==> src/rtl/uart_cmd_pkg.sv <==
// Shared states, frame constants and payload type for uart_cmd_ctrl.
// The GET_CHK state exists only when UART_CMD_CHECKSUM_EN is defined.
package uart_cmd_pkg;

  localparam int unsigned BYTE_W = 8;
  localparam int unsigned LED_W  = 4;

  localparam logic [BYTE_W-1:0] SYNC_BYTE   = 8'hA5;
  localparam logic [BYTE_W-1:0] CMD_DISPLAY = 8'h01;
  localparam logic [BYTE_W-1:0] CMD_LED     = 8'h02;
  localparam logic [BYTE_W-1:0] CMD_CLEAR   = 8'h03;

  typedef enum logic [1:0] {
    ST_IDLE     = 2'd0,
    ST_GET_CMD  = 2'd1,
    ST_GET_DATA = 2'd2
`ifdef UART_CMD_CHECKSUM_EN
    ,
    ST_GET_CHK  = 2'd3
`endif
  } state_e;

  typedef struct packed {
    logic [BYTE_W-1:0] cmd;
    logic [BYTE_W-1:0] data;
  } frame_t;

  // Expected CHK byte for a latched frame.
  function automatic logic [BYTE_W-1:0] frame_chk(input frame_t f);
    return f.cmd ^ f.data;
  endfunction

endpackage

==> src/rtl/uart_cmd_timer.sv <==
// Inter-byte timeout counter; saturates at TIMEOUT_CLKS-1 so it never wraps.
module uart_cmd_timer #(
  parameter int unsigned TIMEOUT_CLKS = 250000
) (
  input  logic clk,
  input  logic rst_n,
  input  logic clear,
  input  logic enable,
  output logic expired
);

  localparam int unsigned CNT_W = (TIMEOUT_CLKS > 2) ? $clog2(TIMEOUT_CLKS) : 1;
  localparam logic [CNT_W-1:0] CNT_MAX = CNT_W'(TIMEOUT_CLKS - 1);

  logic [CNT_W-1:0] count_q;
  logic [CNT_W-1:0] count_d;

  always_comb begin
    count_d = count_q;
    if (clear) begin
      count_d = '0;
    end else if (enable && (count_q != CNT_MAX)) begin
      count_d = count_q + CNT_W'(1);
    end
  end

  // expired is registered alongside the count so it tracks count_q == CNT_MAX.
  always_ff @(posedge clk or negedge rst_n) begin
    if (!rst_n) begin
      count_q <= '0;
      expired <= 1'b0;
    end else begin
      count_q <= count_d;
      expired <= (count_d == CNT_MAX);
    end
  end

endmodule

==> src/rtl/uart_cmd_ctrl.sv <==
// UART command frame decoder: SYNC, CMD, DATA [, CHK] drives display and LEDs.
// Define UART_CMD_CHECKSUM_EN to require and verify the trailing CHK byte.
module uart_cmd_ctrl
  import uart_cmd_pkg::*;
#(
  parameter int unsigned TIMEOUT_CLKS = 250000
) (
  input  logic              i_Clk,
  input  logic              i_Rst_L,
  input  logic              i_RX_DV,
  input  logic [BYTE_W-1:0] i_RX_Byte,
  output logic [BYTE_W-1:0] o_Display_Byte,
  output logic [LED_W-1:0]  o_LED,
  output logic              o_Frame_Valid,
  output logic              o_Frame_Error,
  output logic              o_Busy
);

  logic [1:0] rst_sync_q;
  logic       rst_n;

  state_e            state_q, state_d;
  frame_t            frame_q, frame_d;
  frame_t            exec_frame;
  logic              exec_req;
  logic [BYTE_W-1:0] disp_d;
  logic [LED_W-1:0]  led_d;
  logic              valid_d;
  logic              error_d;
  logic              busy_d;
  logic              expired;

  // Asynchronous assertion, release synchronised to i_Clk.
  always_ff @(posedge i_Clk or negedge i_Rst_L) begin
    if (!i_Rst_L) begin
      rst_sync_q <= '0;
    end else begin
      rst_sync_q <= {rst_sync_q[0], 1'b1};
    end
  end

  assign rst_n = rst_sync_q[1];

  uart_cmd_timer #(
    .TIMEOUT_CLKS(TIMEOUT_CLKS)
  ) u_timer (
    .clk    (i_Clk),
    .rst_n  (rst_n),
    .clear  (i_RX_DV || (state_q == ST_IDLE)),
    .enable (state_q != ST_IDLE),
    .expired(expired)
  );

  always_comb begin
    state_d    = state_q;
    frame_d    = frame_q;
    disp_d     = o_Display_Byte;
    led_d      = o_LED;
    valid_d    = 1'b0;
    error_d    = 1'b0;
    exec_req   = 1'b0;
    exec_frame = frame_q;

    if (i_RX_DV) begin
      case (state_q)
        ST_IDLE: begin
          if (i_RX_Byte == SYNC_BYTE) begin
            state_d = ST_GET_CMD;
          end
        end
        ST_GET_CMD: begin
          frame_d.cmd = i_RX_Byte;
          state_d     = ST_GET_DATA;
        end
        ST_GET_DATA: begin
          frame_d.data = i_RX_Byte;
`ifdef UART_CMD_CHECKSUM_EN
          state_d = ST_GET_CHK;
`else
          state_d         = ST_IDLE;
          exec_req        = 1'b1;
          exec_frame.data = i_RX_Byte;
`endif
        end
`ifdef UART_CMD_CHECKSUM_EN
        ST_GET_CHK: begin
          state_d = ST_IDLE;
          if (i_RX_Byte == frame_chk(frame_q)) begin
            exec_req = 1'b1;
          end else begin
            error_d = 1'b1;
          end
        end
`endif
        default: state_d = ST_IDLE;
      endcase
    end else if ((state_q != ST_IDLE) && expired) begin
      // A byte on the expiry cycle takes the branch above instead.
      state_d = ST_IDLE;
      error_d = 1'b1;
    end

    // Execute lands on the same edge that samples the final byte.
    if (exec_req) begin
      case (exec_frame.cmd)
        CMD_DISPLAY: begin
          disp_d  = exec_frame.data;
          valid_d = 1'b1;
        end
        CMD_LED: begin
          led_d   = exec_frame.data[LED_W-1:0];
          valid_d = 1'b1;
        end
        CMD_CLEAR: begin
          disp_d  = '0;
          led_d   = '0;
          valid_d = 1'b1;
        end
        default: error_d = 1'b1;
      endcase
    end

    busy_d = (state_d != ST_IDLE);
  end

  always_ff @(posedge i_Clk or negedge rst_n) begin
    if (!rst_n) begin
      state_q        <= ST_IDLE;
      frame_q        <= '0;
      o_Display_Byte <= '0;
      o_LED          <= '0;
      o_Frame_Valid  <= 1'b0;
      o_Frame_Error  <= 1'b0;
      o_Busy         <= 1'b0;
    end else begin
      state_q        <= state_d;
      frame_q        <= frame_d;
      o_Display_Byte <= disp_d;
      o_LED          <= led_d;
      o_Frame_Valid  <= valid_d;
      o_Frame_Error  <= error_d;
      o_Busy         <= busy_d;
    end
  end

endmodule

==> config.mk <==
export PLATFORM = sky130hd
export DESIGN_NAME = uart_cmd_ctrl
export DESIGN_NICKNAME = d
export VERILOG_FILES = /design/src/rtl/uart_cmd_pkg.sv /design/src/rtl/uart_cmd_timer.sv /design/src/rtl/uart_cmd_ctrl.sv
export SDC_FILE = /design/constraint.sdc
export NUM_CORES = 1
export LEC_CHECK = 0
export ABC_CLOCK_PERIOD_IN_PS = 1600
export BUFFER_PORTS_ARGS = -buffer_cell sky130_fd_sc_hd__buf_2
export CORE_ASPECT_RATIO = 0.9
export CORE_MARGIN = 3
export CORE_UTILIZATION = 44
export DETAILED_ROUTE_END_ITERATION = 16
export HOLD_SLACK_MARGIN = 0.12
export PLACE_DENSITY = 0.66
export RECOVER_POWER = 25
export SYNTH_ARGS = -nofsm -noshare
export SYNTH_HDL_FRONTEND = slang
export SYNTH_SLANG_ARGS = --single-unit
==> constraint.sdc <==
create_clock -name i_Clk -period 1.6 [get_ports i_Clk]
set_input_delay 0.16 -clock i_Clk [delete_from_list [all_inputs] [get_ports i_Clk]]
set_output_delay 0.16 -clock i_Clk [all_outputs]
set_load 0.05 [all_outputs]
==> results.toml <==
[layout]
signed_area_change_from_the_synthesized_netlist_to_the_final_layout_pct = 44.47
area.sequential_sq_um = 1360
layout-drive-gt1-share_pct = 50.80
nets = 324
leading_cell_types_in_the_layout_fill_and_taps_excluded = "47 x sky130_fd_sc_hd__dfrtp_1, 47 x sky130_fd_sc_hd__buf_4, 24 x sky130_fd_sc_hd__buf_2"
n_antenna_cell = 0
multi_input_area_sq_um = 1365
fill_cells = 419

[sta]
rsz_0062_raised_after_global_routing = "true"
clock.fmax_ghz = 0.4491
report.final.setup_viol = 18
slew_worst_pin_ns = 0.5550
fin_tns_setup_ns = -5.357
post-route-period-util_pct = 139.2
finClkSkew_ns = 0.005723
max_transition_viols_final = 0
min_period_ns = 2.227
worst_slew_margin_rel_pct = 63.00
post-route-worst-setup-slack_ns = -0.6267
final_hold_viol_count = 0

[floorplanning]
ios = 26
rows = 25
area_of_the_core_sq_um = 5380
fp.dieArea_sq_um = 6620
initial_utilization_pct = 46.44
die_x_microns = 85.44
dieHeight_microns = 77.49

[critical_path]
r2r.worst_path.cells = 6
required_time_at_the_worst_slack_endpoint_ns = 1.81
worstSetupStartpoint = "u_timer.count_q[2]"
startpoint_type = "flop"
worstSetupEndpointType = "flop"
setup.worst_path.class = "flop to flop"
r2r_end = "u_timer.expired"
critical_path.max_fanout = 6
setup.reg_to_reg.worst_slack_ns = -0.63
cp_data_arrival_time_ns = 2.43
rr_startpoint = "u_timer.count_q[2]"
endpoint = "u_timer.expired"

[yosys]
post_synth_fa_ha_maj_area_fraction_pct = 0.5008
ys_types = 43
yosysSeqAreaShare_pct = 54.08
post_synth_xor_area_fraction_pct = 4.557
yosysTopAreaCell = "sky130_fd_sc_hd__dfrtp_1"
syn-instance-count = 223
synthesis.yosys.warnings = 0
mappedNetlistArea_sq_um = 2499
synth_top_family_by_area = "simple AND/OR/NAND/NOR gates"
synthTopCellsByArea = "sky130_fd_sc_hd__dfrtp_1 54%, sky130_fd_sc_hd__mux2_2 7.2%, sky130_fd_sc_hd__nor2_1 3.3%, sky130_fd_sc_hd__mux2i_1 3.2%, sky130_fd_sc_hd__xnor2_1 3.2%"
mappedNetlistNets = 235
syn_area_per_cell_sq_um = 11.20
basic_gate_share_of_the_synthesized_area_counting_and_or_nand_and_nor_cells_pct = 20.13
yosysTopAreaCellShare_pct = 54.08
synth-seq-cells = 54
area_fraction_in_compound_gates_after_synthesis_pct = 6.910
yosys-mux-area-fraction_pct = 10.42

[power_and_ir_drop]
p_leak_uw = 0.001694
power.density_nw_per_um2 = 676.7
ir_worst_vdd_uv = 491.0

[detailed_routing]
vias = 2048
detail_route.wirelength_microns = 6294
drcViolationCount = 0
drt_pre_antenna_iters = 4
drtIter0Drc = 186
final_antenna_net_count = 0
route.detailed.wl_per_inst_microns = 16.56
vias_per_cell = 5.389

[place]
pre_cts_slack_ns = -0.5920
portbufs = 25
routabilityCongestion = 0.9211
post-dp-hpwl_microns = 4281

[global_routing]
first_global_vias = 2146
grt_util_all_layers_pct = 20.46
grt_first_pass_wirelength_microns = 10650
largest_net_degree_at_the_start_of_global_routing = 41
globalRouteOverflowTotal = 0
antenna_found_initial = 0

[worst_hold_path]
timing.hold.worst.class = "input port to asynchronous set/reset pin"

[clocking]
cts-root-to-sink-buffers = 2
clk_sink_count = 54
clock_tree.root_cell = "sky130_fd_sc_hd__clkbuf_8"
cts_htree_levels = 2
clock_buffers_created_by_tritoncts = 5
worst_skew_pair.late_latency_ns = 0.31
cts_tree = "done"
clk_pin_slew_worst_paths_ns = 0.11

[flow_run]
cap_viol_max_count = 0

[run_status]
status = "finished with violations"
failed_checks = "negative setup slack"
layout make-up:
| type | count | area share, % |
|---|---|---|
| tap | 67 | 2.322 |
| timing repair buffer | 90 | 18.44 |
| multi-input combinational | 151 | 37.82 |
| sequential | 54 | 37.68 |
| clock inverter | 3 | 0.7972 |
| clock buffer | 5 | 1.906 |
| inverter | 10 | 1.040 |
how the worst min path moves through the flow:
stage,from,to,cells after the start
floorplan,i_Rst_L,rst_sync_q[0],0
global placement,i_Rst_L,rst_sync_q[0],1
detailed placement,i_Rst_L,rst_sync_q[0],1
CTS,i_Rst_L,rst_sync_q[1],2
global route,i_Rst_L,rst_sync_q[0],2
finish,i_Rst_L,rst_sync_q[0],2
logic make-up (layout without fill, tap and decap cells):
family,count (synthesis),after routing
AO/OA/AOI/OAI,26,26
XOR/XNOR,13,13
adder cells (fa/ha/maj),1,1
buffers and inverters,18,108
flip-flops,54,54
multiplexers,24,24
other,1,1
AND/OR/NAND/NOR,86,86
cell usage after synthesis:
cell type and n:
sky130_fd_sc_hd__a2111oi_2 1, sky130_fd_sc_hd__a21oi_1 7, sky130_fd_sc_hd__and3_1 1, sky130_fd_sc_hd__buf_1 1
sky130_fd_sc_hd__buf_2 2, sky130_fd_sc_hd__buf_4 3, sky130_fd_sc_hd__clkbuf_1 2, sky130_fd_sc_hd__conb_1 1
sky130_fd_sc_hd__dfrtp_1 54, sky130_fd_sc_hd__ha_1 1, sky130_fd_sc_hd__inv_1 10, sky130_fd_sc_hd__mux2_2 16
sky130_fd_sc_hd__mux2i_1 8, sky130_fd_sc_hd__nand2_1 14, sky130_fd_sc_hd__nand2b_1 2, sky130_fd_sc_hd__nand3_1 7
sky130_fd_sc_hd__nand3b_1 3, sky130_fd_sc_hd__nand4_1 5, sky130_fd_sc_hd__nand4_4 1, sky130_fd_sc_hd__nand4b_1 2
sky130_fd_sc_hd__nor2_1 22, sky130_fd_sc_hd__nor2b_1 2, sky130_fd_sc_hd__nor3_1 4, sky130_fd_sc_hd__nor3_2 1
sky130_fd_sc_hd__nor3b_1 1, sky130_fd_sc_hd__nor4_1 7, sky130_fd_sc_hd__nor4_2 1, sky130_fd_sc_hd__nor4_4 1
sky130_fd_sc_hd__nor4bb_1 2, sky130_fd_sc_hd__o211a_1 1, sky130_fd_sc_hd__o211ai_1 2, sky130_fd_sc_hd__o21a_1 3
sky130_fd_sc_hd__o21ai_0 5, sky130_fd_sc_hd__o21bai_1 1, sky130_fd_sc_hd__o22ai_1 2, sky130_fd_sc_hd__o31ai_1 4
sky130_fd_sc_hd__or2_2 3, sky130_fd_sc_hd__or3_1 2, sky130_fd_sc_hd__or4_1 3, sky130_fd_sc_hd__or4b_1 1
sky130_fd_sc_hd__or4b_2 1, sky130_fd_sc_hd__xnor2_1 9, sky130_fd_sc_hd__xor2_1 4
power breakdown:
part / internal (uW) / leakage [uW] / switching (uW) / total, uW
logic: 100 / 0.000914 / 98.3 / 199
clock network: 328 / 0.0000506 / 488 / 816
registers: 1400 / 0.000729 / 27.8 / 1430
through the flow:
stage / hold WS [ns] / cells / power [uW] / utilization [%] / instance area (sq um)
2_1_floorplan: -0.1356 / 223 / 1532 / - / 2620
5_1_grt: 0.1346 / 380 / 2569 / 67.09 / 3610
3_3_place_gp: -0.05423 / 355 / 1596 / 58.33 / 3138
3_5_place_dp: -0.05261 / 355 / 1602 / 58.33 / 3138
6_report: 0.1399 / 380 / 2443 / 67.09 / 3610
4_1_cts: 0.1209 / 380 / 2472 / 64.44 / 3467
timing repair:
| action | 4_1_cts | 5_1_grt |
|---|---|---|
| buffers inserted | 10 | 6 |
| hold buffers | 8 | 0 |
| gates resized for setup | 21 | 34 |
| gates cloned | 0 | 0 |
| hold endpoints to repair | 13 | 0 |
| pin swaps | 12 | 12 |
| endpoints found under the setup margin | 19 | 32 |
flip-flops by register name, indices dropped and copies added, names as in the netlist:
| signal | count |
|---|---|
| exec_frame | 8 |
| frame_q | 8 |
| o_Busy | 1 |
| o_Display_Byte | 8 |
| o_Frame_Error | 1 |
| o_Frame_Valid | 1 |
| o_LED | 4 |
| rst_sync_q | 2 |
| state_q | 2 |
| u_timer.count_q | 18 |
| u_timer.expired | 1 |
per-layer routing:
metal  routed length (microns)  track usage, %
met5                         0               0
met4                       104           6.329
met3                       256           4.246
met2                      3037           30.59
met1                      2896           29.83
critical path, cell delays in order, from the launching register on:
cell	delay, ns
sky130_fd_sc_hd__dfrtp_2	0.47
sky130_fd_sc_hd__nand4_4	0.18
sky130_fd_sc_hd__nor2_1	0.16
sky130_fd_sc_hd__xnor2_1	0.11
sky130_fd_sc_hd__or3_1	0.38
sky130_fd_sc_hd__or4_1	0.52
sky130_fd_sc_hd__a2111oi_2	0.29
Note: power is estimated with default switching activity, not from simulation.
